[src/rtl/like_alu_pkg.sv]
// rtl/like_alu_pkg.sv - shared op codes and default width for the like_alu datapath leaf
//
// Purpose: op-code constants (legacy likeALU select encoding) and the default
//          operand width, shared by like_alu and like_alu_addsub.
// Ports:   none (package).
// Config:  LIKE_ALU_FLAGS_EN is consumed by like_alu, not here.
package like_alu_pkg;

  localparam int LIKE_ALU_WIDTH = 5;

  localparam logic [1:0] OP_ADD = 2'b00;
  localparam logic [1:0] OP_SUB = 2'b01;
  localparam logic [1:0] OP_AND = 2'b10;
  localparam logic [1:0] OP_OR  = 2'b11;

endpackage

[src/rtl/like_alu_addsub.sv]
// rtl/like_alu_addsub.sv - combinational ripple adder/subtractor shared by ADD and SUB
//
// Purpose: o_sum = i_a + i_b (i_sub=0) or i_a + ~i_b + 1 (i_sub=1), built as an
//          explicit ripple-carry chain.
// Ports:   i_a, i_b [WIDTH-1:0] operands
//          i_sub               1 selects subtract
//          o_sum [WIDTH-1:0]   result mod 2^WIDTH
//          o_carry             carry out of the MSB (for SUB: 1 means no borrow)
//          o_ovf               two's complement overflow
module like_alu_addsub
  import like_alu_pkg::*;
#(
  parameter int WIDTH = LIKE_ALU_WIDTH
) (
  input  logic [WIDTH-1:0] i_a,
  input  logic [WIDTH-1:0] i_b,
  input  logic             i_sub,
  output logic [WIDTH-1:0] o_sum,
  output logic             o_carry,
  output logic             o_ovf
);

  logic [WIDTH-1:0] w_b;
  logic [WIDTH:0]   w_c;

  // Subtract is A + ~B + 1: invert B and inject the +1 as carry-in.
  assign w_b    = i_sub ? ~i_b : i_b;
  assign w_c[0] = i_sub;

  for (genvar i = 0; i < WIDTH; i++) begin : g_fa
    assign o_sum[i]  = i_a[i] ^ w_b[i] ^ w_c[i];
    assign w_c[i+1]  = (i_a[i] & w_b[i]) | (w_c[i] & (i_a[i] ^ w_b[i]));
  end

  assign o_carry = w_c[WIDTH];
  // Signed overflow: carry into the sign bit disagrees with carry out of it.
  assign o_ovf   = w_c[WIDTH] ^ w_c[WIDTH-1];

endmodule

[src/rtl/like_alu.sv]
// rtl/like_alu.sv - registered 4-function ALU (ADD/SUB/AND/OR), 1-cycle latency
//
// Purpose: selects ADD/SUB/AND/OR of inp_A/inp_B by select, registers the result
//          with a valid strobe. Result and flags hold while in_valid=0.
// Ports:   clk, rst (sync, active-high)
//          in_valid, inp_A/inp_B [WIDTH-1:0], select [1:0]
//          out [WIDTH-1:0], out_valid
//          carry, zero, ovf (only when LIKE_ALU_FLAGS_EN is defined)
// Config:  `define LIKE_ALU_FLAGS_EN to add the registered flag outputs.
module like_alu
  import like_alu_pkg::*;
#(
  parameter int WIDTH = LIKE_ALU_WIDTH
) (
  input  logic             clk,
  input  logic             rst,
  input  logic             in_valid,
  input  logic [WIDTH-1:0] inp_A,
  input  logic [WIDTH-1:0] inp_B,
  input  logic [1:0]       select,
`ifdef LIKE_ALU_FLAGS_EN
  output logic             carry,
  output logic             zero,
  output logic             ovf,
`endif
  output logic [WIDTH-1:0] out,
  output logic             out_valid
);

  logic [WIDTH-1:0] w_sum;
  logic             w_carry;
  logic             w_ovf;
  logic [WIDTH-1:0] w_res;

  logic [WIDTH-1:0] r_out;
  logic             r_valid;

  like_alu_addsub #(.WIDTH(WIDTH)) u_addsub (
    .i_a     (inp_A),
    .i_b     (inp_B),
    .i_sub   (select == OP_SUB),
    .o_sum   (w_sum),
    .o_carry (w_carry),
    .o_ovf   (w_ovf)
  );

  always_comb begin
    w_res = w_sum;
    case (select)
      OP_ADD:  w_res = w_sum;
      OP_SUB:  w_res = w_sum;
      OP_AND:  w_res = inp_A & inp_B;
      OP_OR:   w_res = inp_A | inp_B;
      default: w_res = w_sum;
    endcase
  end

  always_ff @(posedge clk) begin
    if (rst) begin
      r_out   <= '0;
      r_valid <= 1'b0;
    end else begin
      r_valid <= in_valid;
      if (in_valid) begin
        r_out <= w_res;
      end
    end
  end

  assign out       = r_out;
  assign out_valid = r_valid;

`ifdef LIKE_ALU_FLAGS_EN
  logic r_carry;
  logic r_zero;
  logic r_ovf;
  logic w_is_arith;

  // select[1]=0 covers exactly ADD and SUB; logic ops report no carry/overflow.
  assign w_is_arith = ~select[1];

  always_ff @(posedge clk) begin
    if (rst) begin
      r_carry <= 1'b0;
      r_zero  <= 1'b0;
      r_ovf   <= 1'b0;
    end else if (in_valid) begin
      r_carry <= w_is_arith & w_carry;
      r_ovf   <= w_is_arith & w_ovf;
      r_zero  <= (w_res == '0);
    end
  end

  assign carry = r_carry;
  assign zero  = r_zero;
  assign ovf   = r_ovf;
`else
  logic w_unused_flags;
  assign w_unused_flags = w_carry ^ w_ovf;
`endif

endmodule

[config.mk]
export PLATFORM = sky130hd
export DESIGN_NAME = like_alu
export DESIGN_NICKNAME = d
export VERILOG_FILES = /design/src/rtl/like_alu_pkg.sv /design/src/rtl/like_alu_addsub.sv /design/src/rtl/like_alu.sv
export SDC_FILE = /design/constraint.sdc
export NUM_CORES = 1
export LEC_CHECK = 0
export CORE_MARGIN = 2
export CORE_UTILIZATION = 25
export CTS_CLUSTER_DIAMETER = 80
export DETAILED_ROUTE_END_ITERATION = 10
export HOLD_SLACK_MARGIN = 0.06
export REMOVE_ABC_BUFFERS = 1
export SLEW_MARGIN = 30
export SYNTH_ARGS = -nofsm -noshare
export SYNTH_HDL_FRONTEND = slang
export SYNTH_SLANG_ARGS = --single-unit
[constraint.sdc]
create_clock -name clk -period 3.2 [get_ports clk]
set_input_delay 0.64 -clock clk [delete_from_list [all_inputs] [get_ports clk]]
set_output_delay 0.64 -clock clk [all_outputs]
set_load 0.005 [all_outputs]
# ---- After elaboration in Yosys (flattened, before gate mapping)
# Index checks and enable logic that the tools add are counted.
dict set report word_totals {
  wordCells 34
  in_bits 15
  ff_bits 6
  output_inout_bits 6
}
dict set report op_classes {
  eq_ne 3
  bitwise 25
  n_mux 2
  n_reduce_logical 2
}
# op n
set ops {}
lappend ops {{case mux 5 bit (3 select lines)} 1}
lappend ops {{bitwise XOR 1 bit} 10}
lappend ops {{AND 1 bit} 8}
lappend ops {{AND 5 bit} 1}
lappend ops {{2-to-1 mux 5 bit} 1}
lappend ops {{inverter 5 bit} 1}
lappend ops {{bitwise OR 5 bit} 1}
lappend ops {{equality test 2 bit (second input constant)} 2}
lappend ops {{bitwise OR 1 bit} 4}
lappend ops {{equality test 2 x 1 -> 1 bit (second input constant)} 1}
lappend ops {{logical NOT 2 bit} 1}
lappend ops {{OR reduction 2 bit} 1}

# ---- Logic depth before layout (Yosys ltp)
dict set report depth {
  depth_word 13
  mapped_depth 11
  depth_no_buf 10
}

# ---- Modules after synthesis
# Synthesis repeated with hierarchy kept, for this count alone.
dict set report unflattened {
  cells_unflattened 48
  hier_area_um2 478.0
}
# mod seq_area_each_um2 n_inst cells_per_inst area_per_inst_um2
set modules_own_cells {}
lappend modules_own_cells {like_alu 120.1 1 30 300.3}
lappend modules_own_cells {like_alu_addsub 0.0 1 18 177.7}

# ---- Least setup slack after synthesis
# OpenSTA, ideal clock, no wires.
dict set report synth_path {
  kind {input -> register}
  startpoint {input select[1]}
  endpoint {register r_out[4], in the netlist out[4]}
  arrival_time_ns 2.758
  setup_ns 0.115
  required_time_ns 3.085
  path_stages 11
  path_buffers 1
  path_slack_ns 0.326
  path_cell_list {buf_2 nand2b_1 xnor2_1 fa_1 inv_1 fa_1 fa_1 xnor2_1 nor3b_1 o311ai_1 and3_1}
}
dict set report synth_between {
  elab_chain_len 13
  elab_cells_between_ends 25
  classes_between {eq/ne: 3; mux: 2; bitwise: 18; reduce/logical: 2}
}
# element line_no
set synth_lines {}
lappend synth_lines {{start, declared} like_alu.sv:20} ;# input logic [1:0] select,
lappend synth_lines {{equality test 2 x 1 -> 1 bit} {like_alu.sv:41, like_alu.sv:49}}
lappend synth_lines {{2-to-1 mux 5 bit} like_alu_addsub.sv:27} ;# assign w_b = i_sub ? ~i_b : i_b;
lappend synth_lines {{bitwise XOR 1 bit} like_alu_addsub.sv:32} ;# assign w_c[i+1] = (i_a[i] & w_b[i]) | (w_c[i] & (i_a[i] ^ w_b[i]));
lappend synth_lines {{AND 1 bit} like_alu_addsub.sv:32}
lappend synth_lines {{bitwise OR 1 bit} like_alu_addsub.sv:32}
lappend synth_lines {{AND 1 bit} like_alu_addsub.sv:32}
lappend synth_lines {{bitwise OR 1 bit} like_alu_addsub.sv:32}
lappend synth_lines {{AND 1 bit} like_alu_addsub.sv:32}
lappend synth_lines {{bitwise OR 1 bit} like_alu_addsub.sv:32}
lappend synth_lines {{AND 1 bit} like_alu_addsub.sv:32}
lappend synth_lines {{bitwise OR 1 bit} like_alu_addsub.sv:32}
lappend synth_lines {{bitwise XOR 1 bit} like_alu_addsub.sv:31} ;# assign o_sum[i] = i_a[i] ^ w_b[i] ^ w_c[i];
lappend synth_lines {{case mux 5 bit (3 select lines) (*)} like_alu.sv:49} ;# case (select)
lappend synth_lines {{end signal, assigned} like_alu.sv:65} ;# r_out <= w_res;
lappend synth_lines {{end, declared} like_alu.sv:35} ;# logic [WIDTH-1:0] r_out;
# Every way passes the cells marked *; elsewhere a longest branch is shown, timed or not.
# A chain may end at the register's enable or synchronous reset.

# ---- Worst setup path in the final report
# Same ends and word-level chain as after synthesis.

==> results.md <==
* Core region area at 0.00194 mm^2
* # diodes at 0
* Final cell count without fillers at 114
* Area Growth Syn to Fin at 52.7%
* Final ANT Viol Nets at 0
* Vias at 508
* Buffers and inverters on the worst path at 2
* Synthesized instance count at 64
* H-tree level count at 1
* Worst path most repeated cell: fa_1
* Final Slew Violations at 0
* EDFF count, synth at 0
* DR pass1 iterations at 4
* Vias in the first global route at 496
* Post-Place Cells at 111
* Initial antenna violation count at 0
* Seq/Total Area, Yosys at 0.235
* Pre-CTS WS at -110 ps
* Post-DP HPWL at 902 um
* Synthesized flop and latch total at 6
* Family with the most delay on the worst path: adder cells
* Min Tclk post-route at 2930 ps
* Cell row count at 16
* DIE HEIGHT at 49.2 um
* Post-Synthesis Cell Area at 510 um^2
* VDD IR max at 0.112 mV
* Worst Path Max Fanout at 4
* Sum Neg Setup Slack at 0 ps
* Multi-input gate area at 358 um^2
* DR vias/cell at 4.46
* Synth Area per Inst at 7.98 um^2
* CTS Buf Count at 3
* Initial Utilization at 0.263
* CTS tree: done
* CP Class: input port to flop
* Critical-path top delay cell: clkdlybuf4s50_1
* Clk sinks at 6
* Outcome: completed
* Num ports at 21
* Setup repair bufs after CTS at 0
* Slew HR at 0.786
* Async set-reset flop share out of synthesis at 0
* # hold bufs at CTS at 0
* Starting DRT DRC Count at 7
* Final period util at 0.916
* Avg WL per Cell at 10.0 um
* Max-cap viol count at 0
* Worst path arrival time at 3120 ps
* Yosys cell types at 23
* Sequential cell area at 120 um^2
* Post-layout util at 0.401
* Area leader, netlist: dfxtp_1
* Worst hold path class: flop to flop
* Fillcell total at 215
* Clock Latency Late Sink at 240 ps
* Clock transition at path regs at 40 ps
* Worst slew pin tran at 319 ps
* Global-route wire length before repair at 1990 um
* Post-CTS Resized at 0
* Remaining DRCs at 0
* Worst Path Required at 3390 ps
* RSZ-0062 raised after global routing: no
* Die area at 0.00242 mm^2
* Gpl congestion at 0.758
* IO buf count at 20
* Worst Clk Skew at 0 ps
* Nets at 109
* Gr ovfl total at 0
* Setup crit end kind: flop
* Startpoint Class: input port
* Yosys warnings at 0
* Share of cells above drive strength 1 at 0.0920
* Final setup viols at 0
* Largest net degree at the start of global routing at 13
* CP peak stage delay at 420 ps
* Final WL at 1150 um
* Max Root-Sink Buffers at 2
* Final Hold Viols at 0
* GRT Total Usage at 0.107
* Largest cells by area after synthesis: dfxtp_1 (24%), fa_1 (12%), xnor2_1 (6.9%)
* Hold Slack at 481 ps
* Chip width at 49.2 um
* Lkg Pwr at 0.309 nW
* Area share of the largest cell type after synthesis at 0.235
* Pwr/cell area at 320 mW/mm^2
* Top FF cell, synth: dfxtp_1
* Setup ws final at 269 ps
* Fmax at 341 MHz
* Clock Tree Root: clkbuf_4
* Most frequent cell after synthesis: nor2_1
* CP cell instances: clkdlybuf4s50_1, nand2b_1, o21ai_0, fa_1, inv_1, fa_1, fa_2, xnor2_1, nor3b_2, o311ai_1, and3_1
* Top cells by count, synth: nor2_1 (9), dfxtp_1 (6), inv_1 (6), o21ai_0 (6)
-- cell families (layout without fill, tap and decap cells) --
group,Yosys count,after routing,share of synthesized area
AOI/OAI and AO/OA,16,16,0.196
xor gates and xnor gates,5,5,0.0858
adders and majority gates,6,6,0.186
buffers and inverters,9,32,0.0784
DFF,6,6,0.235
muxes,1,1,0.0196
and+or+nand+nor,21,21,0.199
-- layout by cell type, fill, tap and decap left out, drive strengths merged, types with 2 or more instances in the layout --
| cell | instances |
|---|---|
| clkbuf | 3 |
| nand2 | 3 |
| nor3b | 2 |
| xnor2 | 4 |
| a211oi | 2 |
| nor2b | 2 |
| clkdlybuf4s50 | 20 |
| fa | 3 |
| inv | 6 |
| dfxtp | 6 |
| a21oi | 4 |
| nor2 | 9 |
| o21ai | 6 |
| nor3 | 2 |
| nand2b | 2 |
| a311oi | 2 |
| ha | 2 |
| buf | 3 |
-- registers in the layout, indices dropped and copies added, names as in the netlist --
| name | flops |
|---|---|
| out | 5 |
| out_valid | 1 |
-- where the power goes --
group	leakage [nW]	internal, W	switching [W]	total [W]
Clock	0.0138	0.0000424	0.0000277	0.0000702
Combinational	0.245	0.0000540	0.0000408	0.0000948
Sequential	0.0499	0.0000815	0.00000277	0.0000842
-- layer usage --
layer  vias up  GRT usage  share of wire
met4         0     0.0857          0.029
met5         -          0              0
li1        265          -              -
met3         4     0.0184          0.046
met1       226      0.127           0.43
met2        13      0.169           0.49
-- worst paths after layout --
path         endpoint       from  cells after the start  slack [ps]
max            out[4]  select[1]                     11         270
min            out[0]     out[0]                      2         480
max reg2reg    out[4]     out[4]                      3        2500
min reg2reg    out[0]     out[0]                      2         480
-- per-stage QoR --
stage	area (um^2)	total power (W)
final	779	0.000249
after global routing	779	0.000267
after CTS	772	0.000249
after detailed placement	749	0.000178
after global placement	749	0.000176
after floorplan	493	0.000129
-- cell type report --
cell class | count | area share
multi-input cells | 49 | 0.459
repair buffers | 23 | 0.286
flip-flops and latches | 6 | 0.154
inverters | 6 | 0.0289
well taps | 27 | 0.0433
clock buffers | 3 | 0.0289
-- worst register-to-register path, delay by kind of cell (launching register included) --
kind	cells	cell delay (ps)
AND/OR/NAND/NOR	3	290
flip-flops	1	300
Power figures use the tool's default switching activity.
